[src/rtl/gf180mcu_fd_sc_mcu7t5v0__pkg.sv]
// Shared definitions for the debounced AND3 cell: state encoding, counter width
// and the level decode used to derive Z from a state.
package gf180mcu_fd_sc_mcu7t5v0__pkg;

    localparam int CNT_W = 4;

    typedef enum logic [1:0] {
        ST_LOW     = 2'd0,
        ST_QUAL_HI = 2'd1,
        ST_HIGH    = 2'd2,
        ST_QUAL_LO = 2'd3
    } dbnc_state_e;

    // Z keeps its old level while a change is still being qualified.
    function automatic logic level_of(input dbnc_state_e s);
        return (s == ST_HIGH) || (s == ST_QUAL_LO);
    endfunction

    function automatic logic is_qual(input dbnc_state_e s);
        return (s == ST_QUAL_HI) || (s == ST_QUAL_LO);
    endfunction

endpackage

[src/rtl/gf180mcu_fd_sc_mcu7t5v0__and3_1.sv]
// Plain three-input AND gate feeding the debounce filter.
module gf180mcu_fd_sc_mcu7t5v0__and3_1 (
    input  logic A1,
    input  logic A2,
    input  logic A3,
    output logic Z
);

    assign Z = A1 & A2 & A3;

endmodule

[src/rtl/gf180mcu_fd_sc_mcu7t5v0__and3_dbnc_1.sv]
// AND3 with optional input synchroniser and a FILT_CNT-sample debounce filter;
// Z, ZR, ZF and BUSY are all driven straight from flops.
module gf180mcu_fd_sc_mcu7t5v0__and3_dbnc_1
    import gf180mcu_fd_sc_mcu7t5v0__pkg::*;
#(
    parameter int FILT_CNT = 4,
    parameter int SYNC_EN  = 1
) (
    input  logic CLK,
    input  logic RST,
    input  logic A1,
    input  logic A2,
    input  logic A3,
    output logic Z,
    output logic ZR,
    output logic ZF,
    output logic BUSY
);

    localparam logic [CNT_W-1:0] CNT_ZERO = {CNT_W{1'b0}};
    localparam logic [CNT_W-1:0] CNT_ONE  = {{(CNT_W-1){1'b0}}, 1'b1};
    localparam logic [CNT_W-1:0] CNT_LAST = CNT_W'(FILT_CNT - 1);
    localparam bit               BYPASS   = (FILT_CNT == 1);

    logic [2:0]       a_s;
    logic             c_s;
    dbnc_state_e      state_q, state_d;
    logic [CNT_W-1:0] cnt_q, cnt_d;
    logic             z_q, zr_q, zf_q, busy_q;
    logic             z_d, zr_d, zf_d, busy_d;

    generate
        if (SYNC_EN != 0) begin : g_sync
            logic [2:0] sync1_q, sync2_q;

            // Two-flop synchroniser for the asynchronous A inputs.
            always_ff @(posedge CLK) begin
                if (RST) begin
                    sync1_q <= 3'b000;
                    sync2_q <= 3'b000;
                end else begin
                    sync1_q <= {A3, A2, A1};
                    sync2_q <= sync1_q;
                end
            end

            assign a_s = sync2_q;
        end else begin : g_nosync
            assign a_s = {A3, A2, A1};
        end
    endgenerate

    gf180mcu_fd_sc_mcu7t5v0__and3_1 u_and3 (
        .A1 (a_s[0]),
        .A2 (a_s[1]),
        .A3 (a_s[2]),
        .Z  (c_s)
    );

    // State, counter and output registers.
    always_ff @(posedge CLK) begin
        if (RST) begin
            state_q <= ST_LOW;
            cnt_q   <= CNT_ZERO;
            z_q     <= 1'b0;
            zr_q    <= 1'b0;
            zf_q    <= 1'b0;
            busy_q  <= 1'b0;
        end else begin
            state_q <= state_d;
            cnt_q   <= cnt_d;
            z_q     <= z_d;
            zr_q    <= zr_d;
            zf_q    <= zf_d;
            busy_q  <= busy_d;
        end
    end

    // Next-state logic; the >= compare keeps CNT from running past FILT_CNT-1.
    always_comb begin
        state_d = state_q;
        cnt_d   = cnt_q;
        case (state_q)
            ST_LOW: begin
                if (c_s) begin
                    if (BYPASS) begin
                        state_d = ST_HIGH;
                        cnt_d   = CNT_ZERO;
                    end else begin
                        state_d = ST_QUAL_HI;
                        cnt_d   = CNT_ONE;
                    end
                end else begin
                    cnt_d = CNT_ZERO;
                end
            end
            ST_QUAL_HI: begin
                if (!c_s) begin
                    state_d = ST_LOW;
                    cnt_d   = CNT_ZERO;
                end else if (cnt_q >= CNT_LAST) begin
                    state_d = ST_HIGH;
                    cnt_d   = CNT_ZERO;
                end else begin
                    cnt_d = cnt_q + CNT_ONE;
                end
            end
            ST_HIGH: begin
                if (!c_s) begin
                    if (BYPASS) begin
                        state_d = ST_LOW;
                        cnt_d   = CNT_ZERO;
                    end else begin
                        state_d = ST_QUAL_LO;
                        cnt_d   = CNT_ONE;
                    end
                end else begin
                    cnt_d = CNT_ZERO;
                end
            end
            ST_QUAL_LO: begin
                if (c_s) begin
                    state_d = ST_HIGH;
                    cnt_d   = CNT_ZERO;
                end else if (cnt_q >= CNT_LAST) begin
                    state_d = ST_LOW;
                    cnt_d   = CNT_ZERO;
                end else begin
                    cnt_d = cnt_q + CNT_ONE;
                end
            end
            default: begin
                state_d = ST_LOW;
                cnt_d   = CNT_ZERO;
            end
        endcase
    end

    // Output decode of the next state; edges compare against the current Z flop.
    always_comb begin
        z_d    = level_of(state_d);
        busy_d = is_qual(state_d);
        zr_d   = z_d & ~z_q;
        zf_d   = ~z_d & z_q;
    end

    assign Z    = z_q;
    assign ZR   = zr_q;
    assign ZF   = zf_q;
    assign BUSY = busy_q;

`ifdef GF180_TIMING_BUILD
    specify
        (CLK => Z)    = (1.0, 1.0);
        (CLK => ZR)   = (1.0, 1.0);
        (CLK => ZF)   = (1.0, 1.0);
        (CLK => BUSY) = (1.0, 1.0);
        $setup(RST, posedge CLK, 1.0);
        $hold(posedge CLK, RST, 1.0);
    endspecify
`endif

endmodule
[config.mk]
export PLATFORM = sky130hd
export DESIGN_NAME = gf180mcu_fd_sc_mcu7t5v0__and3_dbnc_1
export DESIGN_NICKNAME = d
export VERILOG_FILES = /design/src/rtl/gf180mcu_fd_sc_mcu7t5v0__pkg.sv /design/src/rtl/gf180mcu_fd_sc_mcu7t5v0__and3_1.sv /design/src/rtl/gf180mcu_fd_sc_mcu7t5v0__and3_dbnc_1.sv
export SDC_FILE = /design/constraint.sdc
export NUM_CORES = 1
export LEC_CHECK = 0
export BUFFER_PORTS_ARGS = -buffer_cell sky130_fd_sc_hd__buf_2
export CORE_MARGIN = 1
export CORE_UTILIZATION = 30
export DETAILED_ROUTE_END_ITERATION = 8
export HOLD_SLACK_MARGIN = 0.08
export MAX_ROUTING_LAYER = met4
export SYNTH_ARGS = -nofsm -noshare
export SYNTH_HDL_FRONTEND = slang
export SYNTH_SLANG_ARGS = --single-unit
[constraint.sdc]
create_clock -name CLK -period 1.1 [get_ports CLK]
set_input_delay 0.11 -clock CLK [delete_from_list [all_inputs] [get_ports CLK]]
set_output_delay 0.11 -clock CLK [all_outputs]
set_load 0.02 [all_outputs]
[Word level (Yosys, flattened, before mapping)]
Cells that the tools add are included.
Word-level totals
  register bits after elaboration: 16
  latch bits: 0
  RAM bits: 0
  memory bits (read-only): 0
  input bits: 5
  output and inout port bits: 4
  memories kept: 0
Cells by class
  add/sub/neg operators: 1
  multipliers: 0
  divide/modulo/power cells: 0
  order comparisons: 1
  equal/unequal tests: 6
  shift-type cells: 0
  mux-type cells: 13
  bitwise operators: 6
  reduce and logical (&&, ||, !) cells: 3
Operators by type and width (count)
  $pmux W4 S4: 1
  $mux W2: 6
  $mux W4: 3
  $eq A2 B2 Y1 const B: 4
  $pmux W2 S4: 1
  $add A4 B1 Y4 const B: 1
  $and A1 B1 Y1: 4
  $eq A2 B1 Y1 const B: 2
  $ge A4 B2 Y1 const B: 1
  $logic_not A2 Y1: 1
  $logic_or A1 B1 Y1: 2
  $mux W1: 2
  $not A1 Y1: 2

[Logic depth before layout (Yosys ltp)]
  word-level depth: 8
  depth in mapped cells: 4

[Modules after synthesis]
From an unflattened synthesis, not the netlist that was laid out.
Second synthesis, totals
  cells, all modules: 39
  area, all modules: 474.2 µm²
Modules (own cells, without submodules)
  gf180mcu_fd_sc_mcu7t5v0__and3_dbnc_1: instances 1, cells an instance 38, area each 467.9 µm²
  gf180mcu_fd_sc_mcu7t5v0__and3_1: instances 1, cells an instance 1, area each 6.3 µm²

[Least setup slack after synthesis]
Ideal clock, no wire load.
  path kind: register -> register
  start point: reg cnt_q[0]
  end point: reg state_q[1]
  arrival: 0.905 ns
  data required time: 1.013 ns
  path slack: 0.108 ns
  stages on the path, launching flop included: 5
  path buffers: 0
  cells stage by stage: dfxtp_1 > ha_1 > o31ai_4 > nand2_1 > o31ai_1
On the way
  word-level cells in the longest chain between the ends: 4
  elaborated cells between the ends (all ways): 6
  classes of those cells: 1 x order compare; 5 x mux
RTL lines
  from (decl): line gf180mcu_fd_sc_mcu7t5v0__and3_dbnc_1.sv:28  | logic [CNT_W-1:0] cnt_q, cnt_d;
  from (signal assigned): line gf180mcu_fd_sc_mcu7t5v0__and3_dbnc_1.sv:71  | cnt_q <= cnt_d;
  $ge A4 B2 Y1 *: line gf180mcu_fd_sc_mcu7t5v0__and3_dbnc_1.sv:101, gf180mcu_fd_sc_mcu7t5v0__and3_dbnc_1.sv:125
  $mux W2 (on tied branches): line gf180mcu_fd_sc_mcu7t5v0__and3_dbnc_1.sv:125, gf180mcu_fd_sc_mcu7t5v0__and3_dbnc_1.sv:101
  $mux W2 (on tied branches): line gf180mcu_fd_sc_mcu7t5v0__and3_dbnc_1.sv:122, gf180mcu_fd_sc_mcu7t5v0__and3_dbnc_1.sv:98
  $pmux W2 S4 *: line gf180mcu_fd_sc_mcu7t5v0__and3_dbnc_1.sv:83  | case (state_q)
  to (signal assigned): line gf180mcu_fd_sc_mcu7t5v0__and3_dbnc_1.sv:70  | state_q <= state_d;
  to (decl): line gf180mcu_fd_sc_mcu7t5v0__and3_dbnc_1.sv:27  | dbnc_state_e state_q, state_d;
Every way passes the cells marked *; elsewhere a longest branch is shown, timed or not.
A chain may end at the register's enable or synchronous reset.

[Final worst setup path]
  start point: reg cnt_q[0]
  end point: reg cnt_q[0]
On the way
  word-level cells in the longest chain between the ends: 4
  elaborated cells between the ends (all ways): 6
  classes of those cells: 1 x add/sub; 1 x order compare; 4 x mux
RTL lines (line)
  $add A4 B1 Y4 or $ge A4 B2 Y1 (tied branches)
  $mux W4 *: gf180mcu_fd_sc_mcu7t5v0__and3_dbnc_1.sv:101, gf180mcu_fd_sc_mcu7t5v0__and3_dbnc_1.sv:125
  $mux W4 (on tied branches): gf180mcu_fd_sc_mcu7t5v0__and3_dbnc_1.sv:122, gf180mcu_fd_sc_mcu7t5v0__and3_dbnc_1.sv:98
  $pmux W4 S4 *: gf180mcu_fd_sc_mcu7t5v0__and3_dbnc_1.sv:83
Marked as above.

==> out/results.tsv <==
stage	metric	value	unit
setup_path	r2r_start	cnt_q[0]$_SDFF_PP0_	
power	intPower	0.710	mW
sta	setup_slack	0.0113	ns
placed_design	place_congestion	0.691	
global_routing	antenna_found_initial	0	
detailed_routing	wl_per_cell	8.86	um
clocking	cts_tree	yes	
clocking	clk_pin_slew	0.09	ns
setup_path	worst-path-buf-inv	0	
yosys	syn_avg_cell_area	11.2	um^2
yosys	synthesis.area	472	um^2
yosys	async_flop_share	0	%
clocking	cts_setup_buffers	0	
setup_path	reg2regPathDepth	4	
setup_path	worstSetupEndpointType	flop	
worst_hold_path	hold_start	RST	
sta	finalClockSkew	0.00423	ns
clocking	htree_levels	1	
sta	hold_viol	0	
final_layout	drive_gt1_share	31.0	%
yosys	synth.largest_area_cell	dfxtp_1	
sta	period_needed	1.09	ns
final_layout	nets	65	
setup_path	worstReg2RegEnd	cnt_q[0]$_SDFF_PP0_	
detailed_routing	viasPerCell	4.33	
detailed_routing	via_count	316	
yosys	synth_cell_types	13	
setup_path	r2r_slack	0.01	ns
detailed_routing	drtPass1Iterations	2	
placed_design	place_hpwl	444	um
placed_design	io_buffer_count	8	
power	swShare	20.8	%
floorplan	die_h	41.7	um
clocking	cts.sink_count	15	
yosys	synth_compound_area_share	6.10	%
sta	rsz0062_at_grt	yes	
yosys	synth_edf_count	0	
sta	tns	0	ns
setup_path	max_stage_delay	0.34	ns
yosys	synthTopCellsByCount	15 x dfxtp_1, 9 x nor2b_1, 4 x nand2_1	
sta	setup_viol	0	
power	ir_drop	0.764	mV
setup_path	critPathKind	reg -> reg	
power	power_density	1470	mW/mm^2
power	p_clk_share	33.9	%
detailed_routing	ant_nets	0	
sta	post-route-period-util	99.0	%
yosys	synth_flop_cell	dfxtp_1	
setup_path	critPathTopFamily	flip-flops	
power	combPwrFrac	3.3	%
floorplan	fp.dieW	41.7	um
yosys	synth_top_family_by_area	simple AND/OR/NAND/NOR gates	
placed_design	dp_cells	66	
yosys	ys_seq_elements	15	
final_layout	syn2layout_area_growth	29.4	%
sta	fmax	919	MHz
final_layout	antenna_cells	0	
clocking	max-clock-path-buffers	2	
status	outcome	finished clean	
clocking	clockRootBuffer	clkbuf_4	
yosys	synth_top_area_share	63.7	%
yosys	synth_xor_area_share	0	%
setup_path	start_kind	flop	
detailed_routing	drc	0	
floorplan	core_area	0.00138	mm^2
power	p_leak	0.256	nW
sta	slew_viol_final	0	
global_routing	grt_use_total	9.70	%
yosys	yosysMostFrequentCell	dfxtp_1	
clocking	clk_latency	0.28	ns
detailed_routing	drtIter0Drc	3	
global_routing	grt_max_degree	12	
worst_hold_path	whs_endpoint	a_s[0]$_SDFF_PP0_	
setup_path	crit_fanout	7	
global_routing	grt_pass1_wl	1150	um
floorplan	num_rows	13	
yosys	synth_adder_area_share	2.65	%
yosys	synth.area.mux_share	2.12	%
run	maxCapViolCount	0	
detailed_routing	drt_wl_total	647	um
setup_path	crit_path_top_delay_cell	dfxtp_2	
power	power_frac_seq	62.8	%
power	p_switching	0.186	mW
floorplan	ios	9	
placed_design	pre_cts_ws	0.0233	ns
floorplan	initial_core_util	34.1	%
yosys	syn_inst	42	
yosys	ys_top_cells_by_area	dfxtp_1 64%, nor2b_1 12%, o31ai_4 4.5%	
setup_path	worstPathArrival	1.30	ns
global_routing	grt-ovfl-total	0	
global_routing	grt_pass1_vias	291	
worst_hold_path	hp-class	in -> reg	
worst_hold_path	whs_path_depth	2	
yosys	seq_area_frac_synth	63.7	%
setup_path	worst_ep_required_time	1.31	ns
final_layout	finalNonFillerCells	73	
yosys	yosysWarnings	0	
yosys	synthSimpleGateAreaFrac	23.1	%
setup_path	crit_chain	ha_4 > o31ai_4 > nand2_1 > nor2_1	
clocking	numCtsBuffers	3	
floorplan	die-area	0.00173	mm^2
cells in the final DEF, fill, tap and decap left out:
master,netlist,final
clkinv_2,0,1
o31ai_1,1,1
mux2i_2,0,1
o31ai_4,1,1
nor2_1,3,3
nor3_1,2,2
ha_4,0,1
dfxtp_1,15,13
buf_4,1,1
nor2b_1,9,9
dfxtp_2,0,2
clkbuf_4,0,3
conb_1,1,2
nand3_1,2,2
dlygate4sd3_1,0,3
nor4_1,1,1
buf_2,0,8
nand2_1,4,4
per-stage QoR:
| step | power, mW | area, um^2 | hold WS (ns) | utilization [%] |
|---|---|---|---|---|
| after floorplan | 0.590 | 475 | 0.238 | - |
| after global placement | 0.596 | 534 | 0.321 | 38.6 |
| after detailed placement | 0.598 | 534 | 0.326 | 38.6 |
| after CTS | 0.917 | 592 | 0.110 | 42.8 |
| after global routing | 0.956 | 611 | 0.126 | 44.2 |
| final | 0.896 | 611 | 0.119 | 44.2 |
logic make-up after synthesis:
kind of cell,after synthesis
simple gates,21
flops,15
fa+ha+maj,1
other cells,1
buf+inv,1
compound gates,2
mux,1
worst max path at each step:
stage | from | end | cells past startpoint
2_1_floorplan | cnt_q[0]$_SDFF_PP0_ | state_q[1]$_SDFF_PP0_ | 4
3_3_place_gp | cnt_q[0]$_SDFF_PP0_ | state_q[1]$_SDFF_PP0_ | 4
3_5_place_dp | cnt_q[0]$_SDFF_PP0_ | state_q[1]$_SDFF_PP0_ | 4
4_1_cts | cnt_q[0]$_SDFF_PP0_ | state_q[1]$_SDFF_PP0_ | 4
5_1_grt | cnt_q[0]$_SDFF_PP0_ | state_q[1]$_SDFF_PP0_ | 4
6_report | cnt_q[0]$_SDFF_PP0_ | cnt_q[0]$_SDFF_PP0_ | 4
power by group through the flow:
| stage | Combinational [mW] | Clock, mW | Sequential [mW] |
|---|---|---|---|
| floorplan | 0.0152 | 0 | 0.575 |
| global placement | 0.0211 | 0 | 0.575 |
| detailed placement | 0.0215 | 0 | 0.576 |
| CTS | 0.0296 | 0.324 | 0.563 |
| global route | 0.0334 | 0.357 | 0.565 |
| finish | 0.0296 | 0.304 | 0.563 |
registers in the layout, summed over array words and instances (netlist names):
register        cells
BUSY                1
ZF                  1
ZR                  1
a_s                 3
cnt_q               4
g_sync.sync1_q      3
state_q             2
layout make-up:
type,instances,area (um^2)
fillers,126,772
well taps,15,18.8
clock buffers,3,22.5
multi-input cells,27,184
repair buffers,12,77.6
flip-flops and latches,15,303
clock inverters,1,5.00
routing by layer:
metal  vias up  routed length [um]  GRT usage, %
met4         0                   0          3.87
met2        13                 278          13.1
met3         0                  60          8.26
met5         -                   0             -
li1        168                   -             -
met1       135                 307          10.1
timing repair:
action / in CTS / in global routing
endpoints found under the setup margin: 0 / 6
endpoints found under the hold margin: 3 / 0
hold buffers: 3 / 0
gates resized for setup: 0 / 5
(Power assumes the default switching activity.)
